File: src/rtl/cache_line_controller.sv
// cache_line_controller
//
// Multi-word-line cache controller FSM. Sits between the processor memory
// stage and the cache/RAM datapath. It sequences the following steps:
// clear, tag lookup, dirty-line writeback, line fill and the final cache
// access. Indirect accesses (hops) and write-allocate are supported.
//
// Ports:
//   clk, rst_n          clock, asynchronous active-low reset
//   cmdValid/cmdReady   command handshake; cmdOp 00 clear, 01 nop,
//                       10 read, 11 write; cmdHops = extra indirect accesses
//   isHit, isClean      tag compare results, sampled in CHECK
//   ramReady            RAM finished the current beat
//   ramReadEnable,
//   ramWriteEnable      RAM beat request (FILL / WB)
//   ramBeat             word index of the current beat
//   cacheIn             00 clear, 01 lookup, 10 hold, 11 write word
//   dataInSel           cache write source: 0 CPU, 1 RAM
//   outputReady         cache access completing this cycle
//   done                one-cycle pulse when a command finishes
//   error               one-cycle pulse after a RAM beat timeout
//   busy                FSM not in IDLE
//   state               encoded current state (debug)
module cache_line_controller #(
  parameter int LINE_WORDS     = 4,
  parameter int BEAT_W         = $clog2(LINE_WORDS),
  parameter int IND_W          = 2,
  parameter int WRITE_ALLOCATE = 1,
  parameter int TIMEOUT        = 255
) (
  input  logic              clk,
  input  logic              rst_n,
  input  logic              cmdValid,
  input  logic [1:0]        cmdOp,
  input  logic [IND_W-1:0]  cmdHops,
  output logic              cmdReady,
  input  logic              isHit,
  input  logic              isClean,
  input  logic              ramReady,
  output logic              ramReadEnable,
  output logic              ramWriteEnable,
  output logic [BEAT_W-1:0] ramBeat,
  output logic [1:0]        cacheIn,
  output logic              dataInSel,
  output logic              outputReady,
  output logic              done,
  output logic              error,
  output logic              busy,
  output logic [3:0]        state
);

  localparam int TMO_W = $clog2(TIMEOUT + 1);
  localparam logic [TMO_W-1:0]  TMO_LAST  = TMO_W'(TIMEOUT - 1);
  localparam logic [BEAT_W-1:0] LAST_BEAT = BEAT_W'(LINE_WORDS - 1);

  typedef enum logic [3:0] {
    S_IDLE   = 4'd0,
    S_CLEAR  = 4'd1,
    S_LOOKUP = 4'd2,
    S_CHECK  = 4'd3,
    S_WB     = 4'd4,
    S_FILL   = 4'd5,
    S_ACCESS = 4'd6
  } state_t;

  state_t             state_reg;
  logic [1:0]         op_reg;
  logic [IND_W-1:0]   hops_reg;
  logic [BEAT_W-1:0]  beat_reg;
  logic [TMO_W-1:0]   tmo_reg;
  logic               nop_done_reg;
  logic               error_reg;

  logic is_write;
  logic fill_after_miss;

  assign is_write = (op_reg == 2'b11);
  // A read miss always fills; a write miss fills only in write-allocate mode.
  assign fill_after_miss = !is_write || (WRITE_ALLOCATE != 0);

  always_ff @(posedge clk or negedge rst_n) begin
    if (!rst_n) begin
      state_reg    <= S_IDLE;
      op_reg       <= 2'b01;
      hops_reg     <= '0;
      beat_reg     <= '0;
      tmo_reg      <= '0;
      nop_done_reg <= 1'b0;
      error_reg    <= 1'b0;
    end else begin
      nop_done_reg <= 1'b0;
      error_reg    <= 1'b0;
      case (state_reg)
        S_IDLE: begin
          if (cmdValid) begin
            op_reg   <= cmdOp;
            hops_reg <= cmdHops;
            case (cmdOp)
              2'b00:   state_reg <= S_CLEAR;
              2'b01:   nop_done_reg <= 1'b1;
              default: state_reg <= S_LOOKUP;
            endcase
          end
        end
        S_CLEAR:  state_reg <= S_IDLE;
        S_LOOKUP: state_reg <= S_CHECK;
        S_CHECK: begin
          beat_reg <= '0;
          tmo_reg  <= '0;
          if (isHit)                state_reg <= S_ACCESS;
          else if (!isClean)        state_reg <= S_WB;
          else if (fill_after_miss) state_reg <= S_FILL;
          else                      state_reg <= S_ACCESS;
        end
        S_WB, S_FILL: begin
          if (ramReady) begin
            // Clearing here also covers the WB -> FILL entry.
            tmo_reg <= '0;
            if (beat_reg == LAST_BEAT) begin
              beat_reg <= '0;
              if (state_reg == S_WB && fill_after_miss) state_reg <= S_FILL;
              else                                      state_reg <= S_ACCESS;
            end else begin
              beat_reg <= beat_reg + BEAT_W'(1);
            end
          end else if (tmo_reg == TMO_LAST) begin
            // Give up on the command: the pulse appears in the first IDLE cycle.
            error_reg <= 1'b1;
            state_reg <= S_IDLE;
            beat_reg  <= '0;
            hops_reg  <= '0;
            tmo_reg   <= '0;
          end else begin
            tmo_reg <= tmo_reg + TMO_W'(1);
          end
        end
        S_ACCESS: begin
          if (hops_reg != '0) begin
            hops_reg  <= hops_reg - IND_W'(1);
            state_reg <= S_LOOKUP;
          end else begin
            state_reg <= S_IDLE;
          end
        end
        default: state_reg <= S_IDLE;
      endcase
    end
  end

  // Outputs are decoded from the registered state. The only exception is the
  // fill write strobe, which must coincide with the beat's ramReady.
  always_comb begin
    cmdReady       = 1'b0;
    ramReadEnable  = 1'b0;
    ramWriteEnable = 1'b0;
    cacheIn        = 2'b10;
    dataInSel      = 1'b0;
    outputReady    = 1'b0;
    done           = nop_done_reg;
    case (state_reg)
      S_IDLE:   cmdReady = 1'b1;
      S_CLEAR: begin
        cacheIn = 2'b00;
        done    = 1'b1;
      end
      S_LOOKUP: cacheIn = 2'b01;
      S_WB:     ramWriteEnable = 1'b1;
      S_FILL: begin
        ramReadEnable = 1'b1;
        if (ramReady) begin
          cacheIn   = 2'b11;
          dataInSel = 1'b1;
        end
      end
      S_ACCESS: begin
        outputReady = 1'b1;
        if (is_write) cacheIn = 2'b11;
        if (hops_reg == '0) done = 1'b1;
      end
      default: ;
    endcase
  end

  // The beat counter is held at zero outside WB/FILL.
  assign ramBeat = beat_reg;
  assign error   = error_reg;
  assign busy    = (state_reg != S_IDLE);
  assign state   = state_reg;

endmodule

File: config.mk
export PLATFORM = sky130hd
export DESIGN_NAME = cache_line_controller
export DESIGN_NICKNAME = d
export VERILOG_FILES = /design/src/rtl/cache_line_controller.sv
export SDC_FILE = /design/constraint.sdc
export NUM_CORES = 1
export LEC_CHECK = 0
export CAP_MARGIN = 25
export CORE_MARGIN = 2
export CORE_UTILIZATION = 49
export DETAILED_ROUTE_END_ITERATION = 12
export GPL_TIMING_DRIVEN = 0
export HOLD_SLACK_MARGIN = 0.12
export PLACE_DENSITY = 0.78
export SLEW_MARGIN = 20
export SYNTH_ARGS = -nofsm -noshare
export SYNTH_HDL_FRONTEND = slang
export SYNTH_SLANG_ARGS = --single-unit
export TNS_END_PERCENT = 100
File: constraint.sdc
create_clock -name clk -period 1.9 [get_ports clk]
set_input_delay 0.38 -clock clk [delete_from_list [all_inputs] [get_ports clk]]
set_output_delay 0.38 -clock clk [all_outputs]
set_load 0.005 [all_outputs]
[Word-level counts from Yosys, hierarchy flattened]
Cells that the tools add are included.
Word-level totals
  register bits after elaboration: 20
  output and inout bits: 16
  logic and storage cells: 77
Cells by class
  add/sub/neg operators: 3
  equal/unequal tests: 17
  multiplexer cells: 38
  reductions and logical operators: 12
Operators by type and width (number)
  4-bit one-hot mux with 5 select lines: 1
  2-bit 2-to-1 mux: 9
  1-bit 2-to-1 mux: 16
  4-bit 2-to-1 mux: 4
  8-bit 2-to-1 mux: 2
  8-bit one-hot mux with 2 select lines: 1
  4-bit by 3-bit equality test with 1-bit output, second input constant: 3
  2-bit inequality test, second input constant: 5
  8-bit by 1-bit adder with 8-bit output, second input constant: 1
  4-bit by 2-bit equality test with 1-bit output, second input constant: 2
  8-bit equality test, second input constant: 1
  2-bit one-hot mux with 4 select lines: 1
  4-bit one-hot mux with 2 select lines: 1
  3-bit inequality test, second input constant: 2
  2-bit one-hot mux with 3 select lines: 1
  5-bit AND reduction: 1
  2-bit equality test, second input constant: 2
  4-bit by 1-bit equality test with 1-bit output, second input constant: 1
  2-bit logical NOT: 2
  4-bit logical NOT: 1
  2-bit one-hot mux with 2 select lines: 1
  2-bit AND reduction: 2
  4-bit AND reduction: 1
  2-bit nonzero test: 2
  7 further kinds: 7

[Longest topological paths before layout]
Gate-level depths: netlist (run 1).
  depth in word-level cells: 5
  mapped depth: 6

[Worst setup path before layout (run 1)]
No wires, ideal clock.
  path type: register to register
  start point: register tmo_reg[0]
  end point: register state_reg[0] (netlist: state[0])
  arrival time: 1.592 ns
  required time: 1.775 ns
  path slack: 0.183 ns
  stages on the path, launching flop included: 7
  path buffers: 0
  period minus slack after synthesis: 1.717 ns
  cells stage by stage: dfrtp_1 -> inv_1 -> ha_1 -> nand3_1 -> or3_1 -> a32o_2 -> mux2_4
Between the ends
  word-level cells in the longest chain between the ends: 3
RTL lines
  from (decl): line 70  | logic [TMO_W-1:0] tmo_reg;
  from (signal assigned): line 134  | tmo_reg <= tmo_reg + TMO_W'(1);
  8-bit equality test: line 126  | end else if (tmo_reg == TMO_LAST) begin
  3-bit inequality test (no source line)
  4-bit AND reduction (no source line)
  to (signal assigned): line 122  | else state_reg <= S_ACCESS;
  to (signal assigned): line 129  | state_reg <= S_IDLE;
  to (signal assigned): line 140  | state_reg <= S_LOOKUP;
  to (decl): line 66  | state_t state_reg;
No other way between the ends.
A chain may end at the register's enable or synchronous reset.

[Worst setup path in the final report (run 1)]
  start point: register state_reg[1] (netlist: state[1])
  end point: output dataInSel
Between the ends
  word-level cells in the longest chain between the ends: 2
RTL lines
  from (signal assigned): line 83  | state_reg <= S_IDLE;
  from (signal assigned): line 99  | 2'b00: state_reg <= S_CLEAR;
  from (signal assigned): line 101  | default: state_reg <= S_LOOKUP;
  4-bit by 3-bit equality test with 1-bit output: line 160  | case (state_reg)
  1-bit 2-to-1 mux: line 160
  to (decl): line 44  | output logic dataInSel,
No other way between the ends.

==> results of run 1 <==
[metrics by stage]
| step | instances | hold WS [ns] |
|---|---|---|
| finish | 200 | 0.480 |
| global route | 200 | 0.538 |
| CTS | 198 | 0.462 |
| detailed placement | 184 | 0.501 |
| global placement | 184 | 0.491 |
| floorplan | 133 | 0.0844 |
[synth_stat cells (all sizes together)]
cell type  instances  area [um2]
inv               11        41.3
nand3b             1        7.51
o21ai             13        65.1
nor4               1        6.26
conb               1        3.75
dfstp              1        26.3
and3               2        13.8
o31a               1        8.76
nand2             13        48.8
mux2               4        48.8
o21a               1        7.51
and2               1        6.26
clkbuf             3        11.3
a21oi              9        45.0
nand3             10        50.1
dfrtp             18         450
or3                3        18.8
o311ai             1        8.76
ha                 4        50.1
a31oi              2        12.5
or4                2        15.0
buf                3        17.5
o31ai              2        15.0
and4               1        8.76
o211ai             1        7.51
a32o               1        11.3
o22ai              1        6.26
nor2b              2        12.5
nor3               5        25.0
nor2               3        11.3
a211o              1        8.76
o221a              1        11.3
nand2b             5        31.3
nand4              1        12.5
xor2               2        17.5
nor3b              1        12.5
and3b              1        8.76
[cell type report]
type,count,area (um2)
plain buffers,5,42.5
clock buffers,4,26.3
fillers,175,614
inverters,11,45.0
multi-input cells,97,674
flip-flops and latches,19,478
well taps,28,35.0
repair buffers,36,318
[worst min path at each step]
stage / start / endpoint / slack, ns / cells after the start
6_report: ramReady / ramBeat[0] / 0.48 / 3
5_1_grt: ramReady / ramBeat[0] / 0.54 / 3
4_1_cts: ramReady / ramBeat[0] / 0.46 / 3
3_5_place_dp: op_reg[1] / op_reg[1] / 0.50 / 1
3_3_place_gp: hops_reg[1] / hops_reg[1] / 0.49 / 1
2_1_floorplan: rst_n / error / 0.08 / 0
[routing by layer]
metal | vias to the layer above | GRT usage [%]
met3 | 9 | 6.00
met1 | 559 | 31.8
met4 | 0 | 10.3
met2 | 42 | 43.1
li1 | 552 | -
met5 | - | 0
[kinds of logic (layout without fill, tap and decap cells)]
| kind of cell | count (synthesis) | after routing | synth area share, % |
|---|---|---|---|
| fa+ha+maj | 4 | 4 | 4.30 |
| mux | 4 | 4 | 4.19 |
| flops | 19 | 19 | 41.0 |
| other cells | 1 | 1 | 0.322 |
| buf+inv | 17 | 56 | 6.02 |
| xor+xnor | 2 | 2 | 1.51 |
| simple gates | 52 | 52 | 24.8 |
| compound gates | 34 | 34 | 17.8 |
[layout by cell type, fill, tap and decap left out, drive strengths merged, types with 2 or more instances in the layout]
| cell | count |
|---|---|
| nand2 | 13 |
| inv | 10 |
| or3 | 3 |
| a31oi | 2 |
| nor2 | 3 |
| mux2 | 4 |
| buf | 20 |
| nand3 | 10 |
| clkbuf | 5 |
| xor2 | 2 |
| and3 | 2 |
| nand2b | 5 |
| or4 | 2 |
| ha | 4 |
| clkdlybuf4s50 | 14 |
| a21oi | 9 |
| nor2b | 2 |
| o21ai | 13 |
| nor3 | 5 |
| o31ai | 2 |
| dfrtp | 18 |
| dlygate4sd2 | 5 |
[critical path, cell delays in order, from the launching register on]
cell,delay (ns)
dfrtp_1,0.42
buf_6,0.14
buf_6,0.11
nor2b_4,0.13
nand3_2,0.12
buf_6,0.16
inv_2,0.03
buf_2,0.09
[power groups by stage]
stage | Clock, mW | Sequential [mW] | Combinational (mW)
2_1_floorplan | 0 | 0.617 | 0.589
3_3_place_gp | 0 | 0.628 | 0.977
3_5_place_dp | 0 | 0.634 | 1.00
4_1_cts | 0.216 | 0.612 | 1.21
5_1_grt | 0.234 | 0.634 | 1.41
6_report | 0.209 | 0.623 | 1.29
[timing repair]
action	CTS	global route
cloned	0	0
hold buffers	0	0
endpoints found under the setup margin	9	7
resized for setup	36	12
setup buffers	10	3
pin swaps	3	2
==> flow_metrics.py, run 1 <==
metrics = {
    "cells_and_area": {
        "fin_util_pct": 72.5,
        "largest_reg_flops": 8,
        "fin_area_um2": 1620,
        "finish.net_count": 187,
        "antennaDiodeCount": 0,
        "area.growth.synth_to_final_pct": 39.1,
        "drive_above_1_share_pct": 26.7,
    },
    "clock_network": {
        "cts.sinks": 19,
        "root_buffer": "clkbuf_4",
        "cts_tree": "built",
        "cts.path.max_buffers": 2,
        "clk_pin_slew_ns": 0.11,
        "htreeDepth": 1,
        "insertion_delay_ns": 0.30,
        "cts_made_buffers": 3,
    },
    "pwr": {
        "p_per_area_nw_per_um2": 1310,
        "swShare_pct": 39.3,
        "vdd_drop_max_mv": 0.912,
        "netSwitchingPower_mw": 0.835,
        "clkPwrFrac_pct": 9.8,
        "p_leak_nw": 0.749,
        "p_int_mw": 1.29,
        "power_frac_comb_pct": 60.9,
        "finalPower_mw": 2.13,
        "p_seq_share_pct": 29.3,
    },
    "timing": {
        "drv_slew": 0,
        "rsz0062_at_grt": "yes",
        "tightest_slew_ns": 0.888,
        "max_freq_mhz": 530,
        "layout_setup_ws_ns": 0.0138,
        "fin_crit_sh_pct": 99.3,
        "setup_viol": 0,
        "hold_viol_final": 0,
        "skew_ns": 0.00704,
        "totalNegativeSetupSlack_ns": 0,
        "period_needed_ns": 1.89,
        "maxSlewHeadroom_pct": 40.6,
    },
    "yosys": {
        "syn_avg_cell_area_um2": 8.75,
        "yosysSeqAreaShare_pct": 41.0,
        "syn_inst": 133,
        "syn-cell-area_um2": 1160,
        "yosysUniqueCellTypes": 41,
        "synth.yosys.warnings": 0,
        "syn_nets": 147,
        "ys_ff_latch": 19,
    },
    "setup_path": {
        "r2r_start": "tmo_reg[0]",
        "critPathLaunchType": "flip-flop",
        "rr_worst_depth": 6,
        "critical_path_class": "reg -> out",
        "crit_required_ns": 1.52,
        "critPathCapture": "dataInSel",
        "worst-path-max-fanout": 5,
        "arrival_ns": 1.51,
        "reg2reg_slack_ns": 0.08,
        "timing.rr.end": "state[0]",
        "end_kind": "output pin",
        "cp-startpoint": "state[1]",
    },
    "floorplan": {
        "core-area_um2": 2230,
        "rows": 17,
        "io_pins": 26,
        "die_area_um2": 2780,
        "start_util_pct": 52.1,
        "dieHeight_um": 52.7,
        "dieWidth_um": 52.7,
    },
    "drt": {
        "antenna_left": 0,
        "met1_length_mm": 1.35,
        "drc": 0,
        "routedWlPerCell_um": 15.4,
        "vias_per_cell": 5.81,
        "routed_wirelength_mm": 3.08,
        "first_pass_iters": 4,
        "wl_met2_mm": 1.49,
        "vias": 1162,
        "routed.top_layer": "met4",
        "met3WireLength_um": 179,
        "drt-initial-drc-count": 26,
    },
    "flow_run": {
        "cap_violations": 0,
    },
    "placed_design": {
        "place_area_um2": 1430,
        "io_buffers": 23,
        "gp_congestion": 0.894,
        "place_hpwl_mm": 1.95,
        "dp_slack_ns": -0.343,
    },
    "worst_hold_path": {
        "hp-class": "in -> reg",
    },
    "grt": {
        "grt_remaining_overflow": 0,
        "antenna_found_initial": 0,
        "grt_pass1_wl_mm": 5.13,
        "grt_pass1_vias": 1102,
        "grt_max_degree": 20,
        "grtUsageTotal_pct": 25.8,
    },
    "status": {
        "status": "complete, no violations",
    },
}
Power figures use the tool's default switching activity.
==> inputs of run 2 (changes only) <==
--- a/config.mk
+++ b/config.mk
@@ -7,11 +7,11 @@
 export LEC_CHECK = 0
 export CAP_MARGIN = 25
 export CORE_MARGIN = 2
-export CORE_UTILIZATION = 49
+export CORE_UTILIZATION = 53
 export DETAILED_ROUTE_END_ITERATION = 12
 export GPL_TIMING_DRIVEN = 0
 export HOLD_SLACK_MARGIN = 0.12
-export PLACE_DENSITY = 0.78
+export PLACE_DENSITY = 0.83
 export SLEW_MARGIN = 20
 export SYNTH_ARGS = -nofsm -noshare
 export SYNTH_HDL_FRONTEND = slang
==> constraint.sdc (replaced) <==
create_clock -name clk -period 2.4 [get_ports clk]
set_input_delay 0.48 -clock clk [delete_from_list [all_inputs] [get_ports clk]]
set_output_delay 0.48 -clock clk [all_outputs]
set_load 0.005 [all_outputs]
==> run 2 against run 1 <==
Count of clock-buffer cells in the layout is the same. Cell count shrank 3.5%. Clock skew shrank 0.0011 ns. Cell area shrank 5.3%. Worst setup slack gained 0.048 ns. Non-clock buffer count shrank 6. First-iteration DRC count grew 15%. Flip-flop and latch count is the same. Clock power shrank 22%. Register-to-register slack gained 0.43 ns. Die area shrank 7.0%. Critical path depth shrank 4.
==> flow_metrics.py, run 2 (synthesized netlist as in run 1, its figures left out) <==
metrics = {
    "clock_network": {
        "cts_made_buffers": 3,
        "htreeDepth": 1,
        "cts_tree": "built",
        "insertion_delay_ns": 0.29,
        "clk_pin_slew_ns": 0.11,
        "root_buffer": "clkbuf_4",
        "cts.sinks": 19,
        "cts.path.max_buffers": 2,
    },
    "grt": {
        "grt_max_degree": 20,
        "grt_remaining_overflow": 0,
        "grt_use_met1_pct": 33.1,
        "grt_pass1_vias": 1044,
        "grt_pass1_wl_mm": 4.59,
        "grtUsageTotal_pct": 23.4,
        "top_usage_layer": "met2",
        "antenna_found_initial": 0,
        "grtUsageMet2_pct": 37.3,
        "grt_util_met3_pct": 2.92,
    },
    "setup_path": {
        "arrival_ns": 1.86,
        "crit_required_ns": 1.92,
        "cp_top_family": "buffers and inverters",
        "crit_chain": "buf_4, nor3_1, clkdlybuf4s50_1",
        "r2r_start": "tmo_reg[0]",
        "cp_num_cells": 3,
        "cpPeakStageDelay_ns": 0.59,
        "critPathLaunchType": "flip-flop",
        "path_buf_inv": 2,
        "critical_path_class": "reg -> out",
        "rr_worst_depth": 6,
        "worst-path-max-fanout": 5,
        "crit_path_top_delay_cell": "clkdlybuf4s50_1",
        "end_kind": "output pin",
        "timing.rr.end": "hops_reg[1]",
        "reg2reg_slack_ns": 0.51,
    },
    "timing": {
        "max_freq_mhz": 428,
        "totalNegativeSetupSlack_ns": 0,
        "layout_setup_ws_ns": 0.0617,
        "period_needed_ns": 2.34,
        "hold_viol_final": 0,
        "fin_crit_sh_pct": 97.4,
        "drv_slew": 0,
        "setup_viol": 0,
        "skew_ns": 0.00590,
    },
    "cells_and_area": {
        "final_common_cell": "clkdlybuf4s50_1",
        "antennaDiodeCount": 0,
        "largest_reg_flops": 8,
        "finish.net_count": 181,
        "drive_above_1_share_pct": 16.9,
        "area.growth.synth_to_final_pct": 31.8,
        "layout_common_cells": "clkdlybuf4s50_1 (22), dfrtp_1 (16), nand2_1 (13)",
    },
    "placed_design": {
        "gp_congestion": 0.876,
        "io_buffers": 23,
        "dp_slack_ns": 0.0878,
        "place_hpwl_mm": 2.01,
    },
    "flow_run": {
        "cap_violations": 0,
    },
    "floorplan": {
        "io_pins": 26,
        "rows": 16,
        "dieHeight_um": 50.9,
        "die_area_um2": 2590,
        "core-area_um2": 2020,
        "start_util_pct": 57.5,
        "dieWidth_um": 50.9,
    },
    "drt": {
        "routedWlPerCell_um": 14.5,
        "vias": 1096,
        "drc": 0,
        "vias_per_cell": 5.68,
        "first_pass_iters": 4,
        "routed_wirelength_mm": 2.80,
        "drt-initial-drc-count": 30,
        "antenna_left": 0,
    },
    "pwr": {
        "p_leak_nw": 0.701,
        "vdd_drop_max_mv": 0.681,
        "p_per_area_nw_per_um2": 1010,
    },
    "status": {
        "status": "complete, no violations",
    },
    "worst_hold_path": {
        "hp-class": "in -> async",
    },
}
-- run 2: report_power, final --
part           total [mW]  internal (mW)  switching, mW
registers           0.490          0.418         0.0719
clock network       0.163         0.0646         0.0986
logic               0.891          0.474          0.417
total                1.54          0.956          0.588
-- run 2: layout make-up --
cell class,count,area (um2)
clock buffer,4,26.3
sequential,19,479
buffer,6,38.8
multi-input combinational,97,629
fill,150,488
timing repair buffer,29,285
tap,27,33.8
inverter,11,41.3
-- run 2: worst max path at each step --
stage / end / from / slack [ns]
after floorplan: state[0] / tmo_reg[0] / 0.68
after global placement: cacheIn[0] / state[1] / 0.09
after detailed placement: cacheIn[0] / state[1] / 0.09
after CTS: done / state[1] / 0.001
after global routing: cmdReady / state[1] / -0.04
final: cmdReady / state[1] / 0.06
-- run 2: through the flow --
step	total power [mW]	hold WS [ns]	area (um2)	util [%]	std cells
5_1_grt	1.66	0.466	1530	75.9	193
6_report	1.54	0.457	1530	75.9	193
3_3_place_gp	1.27	0.491	1430	70.6	183
3_5_place_dp	1.30	0.497	1430	70.6	183
2_1_floorplan	0.954	0.184	1160	-	133
4_1_cts	1.52	0.518	1490	73.5	189
-- run 2: repair_timing --
item,in CTS,in global routing
hold buffers,0,0
setup endpoints to repair,4,3
pin swaps,0,0
setup buffers,2,3
resized for setup,8,4
-- run 2: per-layer routing --
layer	vias to the layer above	wire length, um	part of all wire [%]
met5	-	0	0
li1	540	-	-
met2	21	1390	50
met4	0	25	0.89
met3	4	72	2.6
met1	531	1310	47
-- run 2: worst reg2reg max path, cell delays in order (launching register included) --
cell and delay [ns]:
dfrtp_1 0.46, inv_1 0.08, ha_1 0.17, nand3_1 0.15, o31ai_1 0.45, o21ai_1 0.18, mux2_2 0.31
